File: config.mk
export PLATFORM = sky130hd
export DESIGN_NAME = tenant_demux_flat
export DESIGN_NICKNAME = d
export VERILOG_FILES = /design/src/rtl/tenant_demux_pkg.sv /design/src/rtl/tenant_demux_if.sv /design/src/rtl/tenant_demux_axis_reg_slot.sv /design/src/rtl/tenant_demux.sv /design/src/flat_wrapper.sv
export SDC_FILE = /design/constraint.sdc
export NUM_CORES = 2
export LEC_CHECK = 0
export CAP_MARGIN = 20
export CORE_AREA = 3 3 713 715
export CTS_CLUSTER_DIAMETER = 100
export CTS_CLUSTER_SIZE = 40
export DETAILED_ROUTE_END_ITERATION = 10
export DIE_AREA = 0 0 716 718
export SLEW_MARGIN = 20
export SYNTH_ARGS = -nofsm -noshare
export SYNTH_HDL_FRONTEND = slang
export SYNTH_SLANG_ARGS = --single-unit
File: constraint.sdc
create_clock -name axis_aclk -period 4.4 [get_ports axis_aclk]
set_clock_uncertainty 0.15 [all_clocks]
set_input_delay 0.66 -clock axis_aclk [delete_from_list [all_inputs] [get_ports axis_aclk]]
set_output_delay 0.66 -clock axis_aclk [all_outputs]
set_load 0.05 [all_outputs]
File: src/rtl/tenant_demux_pkg.sv
// Shared types and constants for the tenant demultiplexer: FSM encoding,
// default tenant-ID field placement and a saturating counter helper.
package tenant_demux_pkg;

    typedef enum logic [1:0] {
        ST_IDLE = 2'd0,
        ST_FWD  = 2'd1,
        ST_DROP = 2'd2
    } state_t;

    localparam int DEF_TENANT_LSB   = 32;
    localparam int DEF_TENANT_WIDTH = 8;
    localparam int CNT_W            = 32;

    // Statistics counters stick at all-ones instead of wrapping.
    function automatic logic [CNT_W-1:0] sat_inc(input logic [CNT_W-1:0] v);
        return (v == '1) ? v : v + CNT_W'(1);
    endfunction

endpackage

File: src/rtl/tenant_demux_if.sv
// AXI-Stream bundle. Handshake: a beat transfers on a clock edge where
// tvalid && tready; the source holds payload and tvalid stable until then.
interface tenant_demux_if #(
    parameter int DW = 256,
    parameter int UW = 128
);
    logic [DW-1:0]   tdata;
    logic [DW/8-1:0] tkeep;
    logic [UW-1:0]   tuser;
    logic            tvalid;
    logic            tlast;
    logic            tready;

    modport master (output tdata, tkeep, tuser, tvalid, tlast, input tready);
    modport slave  (input tdata, tkeep, tuser, tvalid, tlast, output tready);
endinterface

File: src/rtl/tenant_demux_axis_reg_slot.sv
// One-entry output register slot. Free when empty or being drained this
// cycle, so a drain and a refill in the same cycle keep full throughput.
module axis_reg_slot #(
    parameter int DW = 256,
    parameter int KW = 32,
    parameter int UW = 128
) (
    input  logic          clk,
    input  logic          rst_n,
    input  logic          i_wr,
    input  logic [DW-1:0] i_tdata,
    input  logic [KW-1:0] i_tkeep,
    input  logic [UW-1:0] i_tuser,
    input  logic          i_tlast,
    input  logic          i_tready,
    output logic          o_free,
    output logic          o_tvalid,
    output logic [DW-1:0] o_tdata,
    output logic [KW-1:0] o_tkeep,
    output logic [UW-1:0] o_tuser,
    output logic          o_tlast
);
    logic          r_valid;
    logic [DW-1:0] r_tdata;
    logic [KW-1:0] r_tkeep;
    logic [UW-1:0] r_tuser;
    logic          r_tlast;

    assign o_free   = !r_valid || i_tready;
    assign o_tvalid = r_valid;
    assign o_tdata  = r_tdata;
    assign o_tkeep  = r_tkeep;
    assign o_tuser  = r_tuser;
    assign o_tlast  = r_tlast;

    always_ff @(posedge clk or negedge rst_n) begin
        if (!rst_n) begin
            r_valid <= 1'b0;
            r_tdata <= '0;
            r_tkeep <= '0;
            r_tuser <= '0;
            r_tlast <= 1'b0;
        end else if (i_wr) begin
            r_valid <= 1'b1;
            r_tdata <= i_tdata;
            r_tkeep <= i_tkeep;
            r_tuser <= i_tuser;
            r_tlast <= i_tlast;
        end else if (i_tready) begin
            r_valid <= 1'b0;
        end
    end
endmodule

File: src/rtl/tenant_demux.sv
// Routes each incoming packet to one of three tenant outputs using the tenant
// ID carried in tuser of the head beat; packets for unknown tenants are dropped.
module tenant_demux
    import tenant_demux_pkg::*;
#(
    parameter int C_S_AXIS_DATA_WIDTH  = 256,
    parameter int C_S_AXIS_TUSER_WIDTH = 128,
    parameter int NUM_QUEUES           = 3,
    parameter int TENANT_LSB           = DEF_TENANT_LSB,
    parameter int TENANT_WIDTH         = DEF_TENANT_WIDTH
) (
    input  logic                   axis_aclk,
    input  logic                   axis_resetn,
    tenant_demux_if.slave          s_axis,
    tenant_demux_if.master         m_axis_0,
    tenant_demux_if.master         m_axis_1,
    tenant_demux_if.master         m_axis_2,
    output logic [CNT_W-1:0]       drop_count,
    output logic [CNT_W-1:0]       pkt_count_0,
    output logic [CNT_W-1:0]       pkt_count_1,
    output logic [CNT_W-1:0]       pkt_count_2,
    output state_t                 o_dbg_state
);
    localparam int DW    = C_S_AXIS_DATA_WIDTH;
    localparam int KW    = C_S_AXIS_DATA_WIDTH / 8;
    localparam int UW    = C_S_AXIS_TUSER_WIDTH;
    localparam int SEL_W = (NUM_QUEUES > 1) ? $clog2(NUM_QUEUES) : 1;
    localparam logic [TENANT_WIDTH-1:0] NQ_TID = TENANT_WIDTH'(NUM_QUEUES);

    state_t                  r_state;
    state_t                  w_next;
    logic [SEL_W-1:0]        r_sel;
    logic [CNT_W-1:0]        r_drop_count;
    logic [CNT_W-1:0]        r_pkt_cnt [NUM_QUEUES];

    logic [TENANT_WIDTH-1:0] w_tid;
    logic                    w_tid_ok;
    logic [SEL_W-1:0]        w_tid_sel;
    logic                    w_tready;
    logic                    w_latch;
    logic                    w_drop_inc;
    logic [NUM_QUEUES-1:0]   w_wr;
    logic [NUM_QUEUES-1:0]   w_free;
    logic [NUM_QUEUES-1:0]   w_m_tvalid;
    logic [NUM_QUEUES-1:0]   w_m_tlast;
    logic [NUM_QUEUES-1:0]   w_m_tready;
    logic [DW-1:0]           w_m_tdata [NUM_QUEUES];
    logic [KW-1:0]           w_m_tkeep [NUM_QUEUES];
    logic [UW-1:0]           w_m_tuser [NUM_QUEUES];

    assign w_tid     = s_axis.tuser[TENANT_LSB +: TENANT_WIDTH];
    assign w_tid_ok  = (w_tid < NQ_TID);
    assign w_tid_sel = w_tid[SEL_W-1:0];

    // Held low through reset so nothing is accepted before the FSM is live.
    assign s_axis.tready = w_tready & axis_resetn;

    always_comb begin
        w_next     = r_state;
        w_tready   = 1'b0;
        w_wr       = '0;
        w_latch    = 1'b0;
        w_drop_inc = 1'b0;
        case (r_state)
            ST_IDLE: begin
                if (w_tid_ok) begin
                    w_tready = w_free[w_tid_sel];
                    if (s_axis.tvalid && w_tready) begin
                        w_wr[w_tid_sel] = 1'b1;
                        w_latch         = 1'b1;
                        w_next          = s_axis.tlast ? ST_IDLE : ST_FWD;
                    end
                end else begin
                    w_tready = 1'b1;
                    if (s_axis.tvalid) begin
                        w_drop_inc = 1'b1;
                        w_next     = s_axis.tlast ? ST_IDLE : ST_DROP;
                    end
                end
            end
            ST_FWD: begin
                w_tready = w_free[r_sel];
                if (s_axis.tvalid && w_tready) begin
                    w_wr[r_sel] = 1'b1;
                    if (s_axis.tlast) w_next = ST_IDLE;
                end
            end
            ST_DROP: begin
                w_tready = 1'b1;
                if (s_axis.tvalid && s_axis.tlast) w_next = ST_IDLE;
            end
            default: w_next = ST_IDLE;
        endcase
    end

    always_ff @(posedge axis_aclk or negedge axis_resetn) begin
        if (!axis_resetn) begin
            r_state      <= ST_IDLE;
            r_sel        <= '0;
            r_drop_count <= '0;
            for (int q = 0; q < NUM_QUEUES; q++) r_pkt_cnt[q] <= '0;
        end else begin
            r_state <= w_next;
            if (w_latch) r_sel <= w_tid_sel;
            if (w_drop_inc) r_drop_count <= sat_inc(r_drop_count);
            for (int q = 0; q < NUM_QUEUES; q++) begin
                if (w_wr[q] && s_axis.tlast) r_pkt_cnt[q] <= sat_inc(r_pkt_cnt[q]);
            end
        end
    end

    for (genvar q = 0; q < NUM_QUEUES; q++) begin : g_slot
        axis_reg_slot #(.DW(DW), .KW(KW), .UW(UW)) u_slot (
            .clk      (axis_aclk),
            .rst_n    (axis_resetn),
            .i_wr     (w_wr[q]),
            .i_tdata  (s_axis.tdata),
            .i_tkeep  (s_axis.tkeep),
            .i_tuser  (s_axis.tuser),
            .i_tlast  (s_axis.tlast),
            .i_tready (w_m_tready[q]),
            .o_free   (w_free[q]),
            .o_tvalid (w_m_tvalid[q]),
            .o_tdata  (w_m_tdata[q]),
            .o_tkeep  (w_m_tkeep[q]),
            .o_tuser  (w_m_tuser[q]),
            .o_tlast  (w_m_tlast[q])
        );
    end

    // Fixed three-port mapping expected by the downstream arbiter.
    assign w_m_tready = {m_axis_2.tready, m_axis_1.tready, m_axis_0.tready};

    assign m_axis_0.tvalid = w_m_tvalid[0];
    assign m_axis_0.tdata  = w_m_tdata[0];
    assign m_axis_0.tkeep  = w_m_tkeep[0];
    assign m_axis_0.tuser  = w_m_tuser[0];
    assign m_axis_0.tlast  = w_m_tlast[0];

    assign m_axis_1.tvalid = w_m_tvalid[1];
    assign m_axis_1.tdata  = w_m_tdata[1];
    assign m_axis_1.tkeep  = w_m_tkeep[1];
    assign m_axis_1.tuser  = w_m_tuser[1];
    assign m_axis_1.tlast  = w_m_tlast[1];

    assign m_axis_2.tvalid = w_m_tvalid[2];
    assign m_axis_2.tdata  = w_m_tdata[2];
    assign m_axis_2.tkeep  = w_m_tkeep[2];
    assign m_axis_2.tuser  = w_m_tuser[2];
    assign m_axis_2.tlast  = w_m_tlast[2];

    assign drop_count  = r_drop_count;
    assign pkt_count_0 = r_pkt_cnt[0];
    assign pkt_count_1 = r_pkt_cnt[1];
    assign pkt_count_2 = r_pkt_cnt[2];
    assign o_dbg_state = r_state;
endmodule

File: src/flat_wrapper.sv
// flat-port wrapper written by rule: the top's interface ports become plain ports
module tenant_demux_flat import tenant_demux_pkg::*;
#(
    parameter int C_S_AXIS_DATA_WIDTH  = 256,
    parameter int C_S_AXIS_TUSER_WIDTH = 128,
    parameter int NUM_QUEUES           = 3,
    parameter int TENANT_LSB           = DEF_TENANT_LSB,
    parameter int TENANT_WIDTH         = DEF_TENANT_WIDTH
)
  (axis_aclk, axis_resetn, drop_count, pkt_count_0, pkt_count_1, pkt_count_2, o_dbg_state, s_axis_tdata, s_axis_tkeep, s_axis_tuser, s_axis_tvalid, s_axis_tlast, s_axis_tready, m_axis_0_tdata, m_axis_0_tkeep, m_axis_0_tuser, m_axis_0_tvalid, m_axis_0_tlast, m_axis_0_tready, m_axis_1_tdata, m_axis_1_tkeep, m_axis_1_tuser, m_axis_1_tvalid, m_axis_1_tlast, m_axis_1_tready, m_axis_2_tdata, m_axis_2_tkeep, m_axis_2_tuser, m_axis_2_tvalid, m_axis_2_tlast, m_axis_2_tready);
  tenant_demux_if #(.DW((256)), .UW((128))) s_axis_i ();
  tenant_demux_if #(.DW((256)), .UW((128))) m_axis_0_i ();
  tenant_demux_if #(.DW((256)), .UW((128))) m_axis_1_i ();
  tenant_demux_if #(.DW((256)), .UW((128))) m_axis_2_i ();
  input  logic axis_aclk;
  input  logic axis_resetn;
  output logic [CNT_W-1:0] drop_count;
  output logic [CNT_W-1:0] pkt_count_0;
  output logic [CNT_W-1:0] pkt_count_1;
  output logic [CNT_W-1:0] pkt_count_2;
  output state_t o_dbg_state;
  input wire logic [$bits(s_axis_i.tdata)-1:0] s_axis_tdata;
  input wire logic [$bits(s_axis_i.tkeep)-1:0] s_axis_tkeep;
  input wire logic [$bits(s_axis_i.tuser)-1:0] s_axis_tuser;
  input wire logic [$bits(s_axis_i.tvalid)-1:0] s_axis_tvalid;
  input wire logic [$bits(s_axis_i.tlast)-1:0] s_axis_tlast;
  output wire logic [$bits(s_axis_i.tready)-1:0] s_axis_tready;
  output wire logic [$bits(m_axis_0_i.tdata)-1:0] m_axis_0_tdata;
  output wire logic [$bits(m_axis_0_i.tkeep)-1:0] m_axis_0_tkeep;
  output wire logic [$bits(m_axis_0_i.tuser)-1:0] m_axis_0_tuser;
  output wire logic [$bits(m_axis_0_i.tvalid)-1:0] m_axis_0_tvalid;
  output wire logic [$bits(m_axis_0_i.tlast)-1:0] m_axis_0_tlast;
  input wire logic [$bits(m_axis_0_i.tready)-1:0] m_axis_0_tready;
  output wire logic [$bits(m_axis_1_i.tdata)-1:0] m_axis_1_tdata;
  output wire logic [$bits(m_axis_1_i.tkeep)-1:0] m_axis_1_tkeep;
  output wire logic [$bits(m_axis_1_i.tuser)-1:0] m_axis_1_tuser;
  output wire logic [$bits(m_axis_1_i.tvalid)-1:0] m_axis_1_tvalid;
  output wire logic [$bits(m_axis_1_i.tlast)-1:0] m_axis_1_tlast;
  input wire logic [$bits(m_axis_1_i.tready)-1:0] m_axis_1_tready;
  output wire logic [$bits(m_axis_2_i.tdata)-1:0] m_axis_2_tdata;
  output wire logic [$bits(m_axis_2_i.tkeep)-1:0] m_axis_2_tkeep;
  output wire logic [$bits(m_axis_2_i.tuser)-1:0] m_axis_2_tuser;
  output wire logic [$bits(m_axis_2_i.tvalid)-1:0] m_axis_2_tvalid;
  output wire logic [$bits(m_axis_2_i.tlast)-1:0] m_axis_2_tlast;
  input wire logic [$bits(m_axis_2_i.tready)-1:0] m_axis_2_tready;
  assign s_axis_i.tdata = s_axis_tdata;
  assign s_axis_i.tkeep = s_axis_tkeep;
  assign s_axis_i.tuser = s_axis_tuser;
  assign s_axis_i.tvalid = s_axis_tvalid;
  assign s_axis_i.tlast = s_axis_tlast;
  assign s_axis_tready = s_axis_i.tready;
  assign m_axis_0_tdata = m_axis_0_i.tdata;
  assign m_axis_0_tkeep = m_axis_0_i.tkeep;
  assign m_axis_0_tuser = m_axis_0_i.tuser;
  assign m_axis_0_tvalid = m_axis_0_i.tvalid;
  assign m_axis_0_tlast = m_axis_0_i.tlast;
  assign m_axis_0_i.tready = m_axis_0_tready;
  assign m_axis_1_tdata = m_axis_1_i.tdata;
  assign m_axis_1_tkeep = m_axis_1_i.tkeep;
  assign m_axis_1_tuser = m_axis_1_i.tuser;
  assign m_axis_1_tvalid = m_axis_1_i.tvalid;
  assign m_axis_1_tlast = m_axis_1_i.tlast;
  assign m_axis_1_i.tready = m_axis_1_tready;
  assign m_axis_2_tdata = m_axis_2_i.tdata;
  assign m_axis_2_tkeep = m_axis_2_i.tkeep;
  assign m_axis_2_tuser = m_axis_2_i.tuser;
  assign m_axis_2_tvalid = m_axis_2_i.tvalid;
  assign m_axis_2_tlast = m_axis_2_i.tlast;
  assign m_axis_2_i.tready = m_axis_2_tready;
  tenant_demux #(.C_S_AXIS_DATA_WIDTH(C_S_AXIS_DATA_WIDTH), .C_S_AXIS_TUSER_WIDTH(C_S_AXIS_TUSER_WIDTH), .NUM_QUEUES(NUM_QUEUES), .TENANT_LSB(TENANT_LSB), .TENANT_WIDTH(TENANT_WIDTH)) u_core (.axis_aclk(axis_aclk), .axis_resetn(axis_resetn), .s_axis(s_axis_i), .m_axis_0(m_axis_0_i), .m_axis_1(m_axis_1_i), .m_axis_2(m_axis_2_i), .drop_count(drop_count), .pkt_count_0(pkt_count_0), .pkt_count_1(pkt_count_1), .pkt_count_2(pkt_count_2), .o_dbg_state(o_dbg_state));
endmodule
==> results.yml <==
outcome:
  status: "finished, final reports clean"
timing:
  fmax_mhz: 264.5
  fin_ws_ns: 0.6197
  setup_viol: 0
  worst_hold_slack_ns: 0.2213
  finalCritPeriodShare_pct: 85.92
  worstMarginPinSlew_ns: 1.035
  period_minus_slack_ns: 3.780
  finalMaxSlewViolations: 0
  hold_viol: 0
  relSlewSlack_pct: 30.78
  grt_setup_unrepaired: "no"
worst_setup_path:
  crit_start: "u_core.g_slot[1].u_slot.o_tvalid"
  critPathKind: "reg2out"
  start_kind: "register"
  crit_path_max_fanout: 4
  critPathCaptureType: "output port"
  critical_path_required_ns: 3.59
  reg2reg_from: "u_core.g_slot[1].u_slot.o_tvalid"
  cp_data_arrival_time_ns: 2.97
cts:
  cts_buffer_depth: 4
  clk_latency_ns: 0.88
  cts_tree: "done"
  htreeDepth: 3
  numCtsBuffers: 77
  cts_sinks: 1386
  post-cts-setup-buffers: 0
  cts_resized: 0
  clockRootBuffer: "clkbuf_16"
  cts_hold_buffers: 1
  clk_pin_slew_ns: 0.14
pwr:
  p_comb_share_pct: 13.0
  p_sw_w: 0.008345
  max-vdd-ir-drop_v: 0.0002373
  power.internal_w: 0.01790
  power.total_w: 0.02624
  p_per_area_nw_per_um2: 315.6
  power_leakage_nw: 37.82
  power_frac_seq_pct: 50.3
  clkPwrFrac_pct: 36.6
  swShare_pct: 31.80
synthesis:
  synthCells: 4127
  synth-xor-area-share_pct: 2.046
  synthSimpleGateAreaFrac_pct: 11.81
  synth-edff-count: 0
  ys_types: 50
  syn_area_um2: 52640
  seq_area_frac_synth_pct: 65.88
  synthTopCellsByArea: "dfrtp_1 (66%), mux2_2 (17%), nand2_1 (9.4%)"
  synth_area_leader_cell: "dfrtp_1"
  avgSynthCellArea_um2: 12.76
  ys_top_cells_by_count: "dfrtp_1 (1386), nand2_1 (1312), mux2_2 (793)"
  yosys_most_used_dff: "dfrtp_1"
  yosys_warnings: 0
  syn-num-nets: 4554
  synthArstFlopShare_pct: 100.0
  synth_fa_ha_area_share_pct: 0.09507
  yosysTopAreaCellShare_pct: 65.88
  synth_top_family_by_area: "multiplexers"
  synth.area.mux_share_pct: 17.86
  synth_compound_area_share_pct: 0.5181
  ys_ff_latch: 1386
  yosysMostFrequentCell: "dfrtp_1"
grt:
  grt_max_degree: 152
  grt_use_total_pct: 13.90
  grt.overflow.total: 0
  antenna_found_initial: 217
  grt_pass1_wl_mm: 463.9
  grt_pass1_vias: 40282
hold_path:
  min_from: "s_axis_tdata[242]"
  hold_class: "in2reg"
final_layout:
  multi_input_area_um2: 17060
  fillerInstances: 55468
  utilization_pct: 16.57
  seq_area_um2: 34680
  final_nets: 6402
  layout-drive-gt1-share_pct: 19.35
  area_delta_synth_final_pct: 57.97
die:
  coreArea_um2: 502000
  start_util_pct: 10.49
  die_h_um: 718
  io_pins: 1808
  die_area_um2: 514100
  die_width_um: 716
  row_count: 260
route:
  antenna_left: 0
  drt-total-wl_mm: 370.5
  vias_per_cell: 3.243
  drc_errors: 0
  dr_total_vias: 41509
  drt_first_pass_iters: 5
  wire_per_inst_um: 28.95
  drt-initial-drc-count: 3656
placed_design:
  portBuffers: 1807
  gp_congestion: 0.9475
  dp_hpwl_mm: 319.5
  place_worst_setup_slack_ns: 0.2267
run:
  drv_cap: 0
[flip-flops by register name, indices dropped and copies added (netlist names), 32 cells and up]
signal	flops
u_core.g_slot.u_slot.o_tkeep	96
u_core.pkt_count_1	32
u_core.pkt_count_2	32
u_core.drop_count	32
u_core.g_slot.u_slot.o_tdata	768
u_core.pkt_count_0	32
u_core.g_slot.u_slot.o_tuser	384
[cell families (layout without fill, tap and decap cells)]
family / count (synthesis) / count (layout)
buffers and inverters: 206 / 2111
AO/OA/AOI/OAI: 34 / 34
other: 0 / 85
multiplexers: 835 / 835
adder cells (fa/ha/maj): 4 / 4
XOR/XNOR: 123 / 123
flip-flops: 1386 / 1386
AND/OR/NAND/NOR: 1539 / 1539
[layer usage]
metal	wire length (um)	GRT usage, %	up-vias
met4	16530	5.203	134
met5	940	0	-
li1	-	-	17433
met2	171300	22.67	1959
met3	40870	6.249	549
met1	140900	15.89	21434
[final timing paths]
kind                                                        endpoint  slack (ns)  cells after the start
max in group asynchronous        u_core.g_slot[0].u_slot.o_tuser[48]        2.22                      4
worst max register to register  u_core.g_slot[1].u_slot.o_tdata[132]        1.17                      7
min in group asynchronous        u_core.g_slot[1].u_slot.o_tdata[94]        0.33                      2
worst max-delay path                                   s_axis_tready        0.62                      7
worst min-delay path            u_core.g_slot[2].u_slot.o_tdata[242]        0.22                      3
worst min register to register   u_core.g_slot[2].u_slot.o_tuser[28]        0.32                      2
[cell usage in the layout (no fill, tap or decap), types with 4 or more instances in the layout]
master           Yosys  routed
clkdlybuf4s50_1      0    1740
dfrtp_1           1386    1386
nand2_1           1312    1311
mux2_2             793     793
buf_4                2     161
xnor2_1             90      90
diode_2              0      85
clkbuf_16            0      79
nand3_1             56      56
nand4_1             44      44
buf_12               0      44
mux2_1              42      42
nor2_1              38      37
xor2_1              33      33
clkinv_16            0      25
nor3_1              22      22
and3_1              19      19
inv_1               13      13
and4_1              12      12
buf_2              126      10
and2_1               9       9
clkinv_8             0       7
inv_16               0       7
a21oi_1              8       6
nand2b_1             5       5
a211oi_1             5       5
o21ai_0              5       5
inv_8                0       5
nor4_1               5       4
ha_1                 4       4
clkbuf_2             0       4
[area by class of cell]
type                    count  area share [%]
diodes                     85          0.2558
well taps                6681           10.05
repair buffers           1961           23.59
flip-flops and latches   1386           41.71
clock buffers              84           2.436
multi-input cells        2535           20.52
clock inverters            52           1.383
inverters                  14         0.06319
[critical path: stages, from the launching register on]
cell,delay [ns]
dfrtp_1,0.38
nand2b_1,0.28
a22oi_2,0.47
nand2_1,0.11
nor3_1,0.20
o22ai_1,0.19
and2_1,0.27
buf_12,0.18
[power groups by stage]
| stage | Combinational [W] | Sequential (W) | Clock [W] |
|---|---|---|---|
| after floorplan | 0.000271 | 0.0144 | 0 |
| after global placement | 0.00351 | 0.0134 | 0 |
| after detailed placement | 0.00352 | 0.0135 | 0 |
| after CTS | 0.00353 | 0.0132 | 0.0100 |
| after global routing | 0.00358 | 0.0133 | 0.0104 |
| final | 0.00342 | 0.0132 | 0.00961 |
[per-stage QoR]
step | TNS, ns | cell area, um2 | instances
5_1_grt | 0 | 83030 | 12747
4_1_cts | 0 | 82950 | 12713
3_5_place_dp | 0 | 79760 | 12576
2_1_floorplan | 0 | 52640 | 4127
6_report | 0 | 83160 | 12798
3_3_place_gp | -0.4043 | 79760 | 12575
Note: power is estimated with default switching activity, not from simulation.
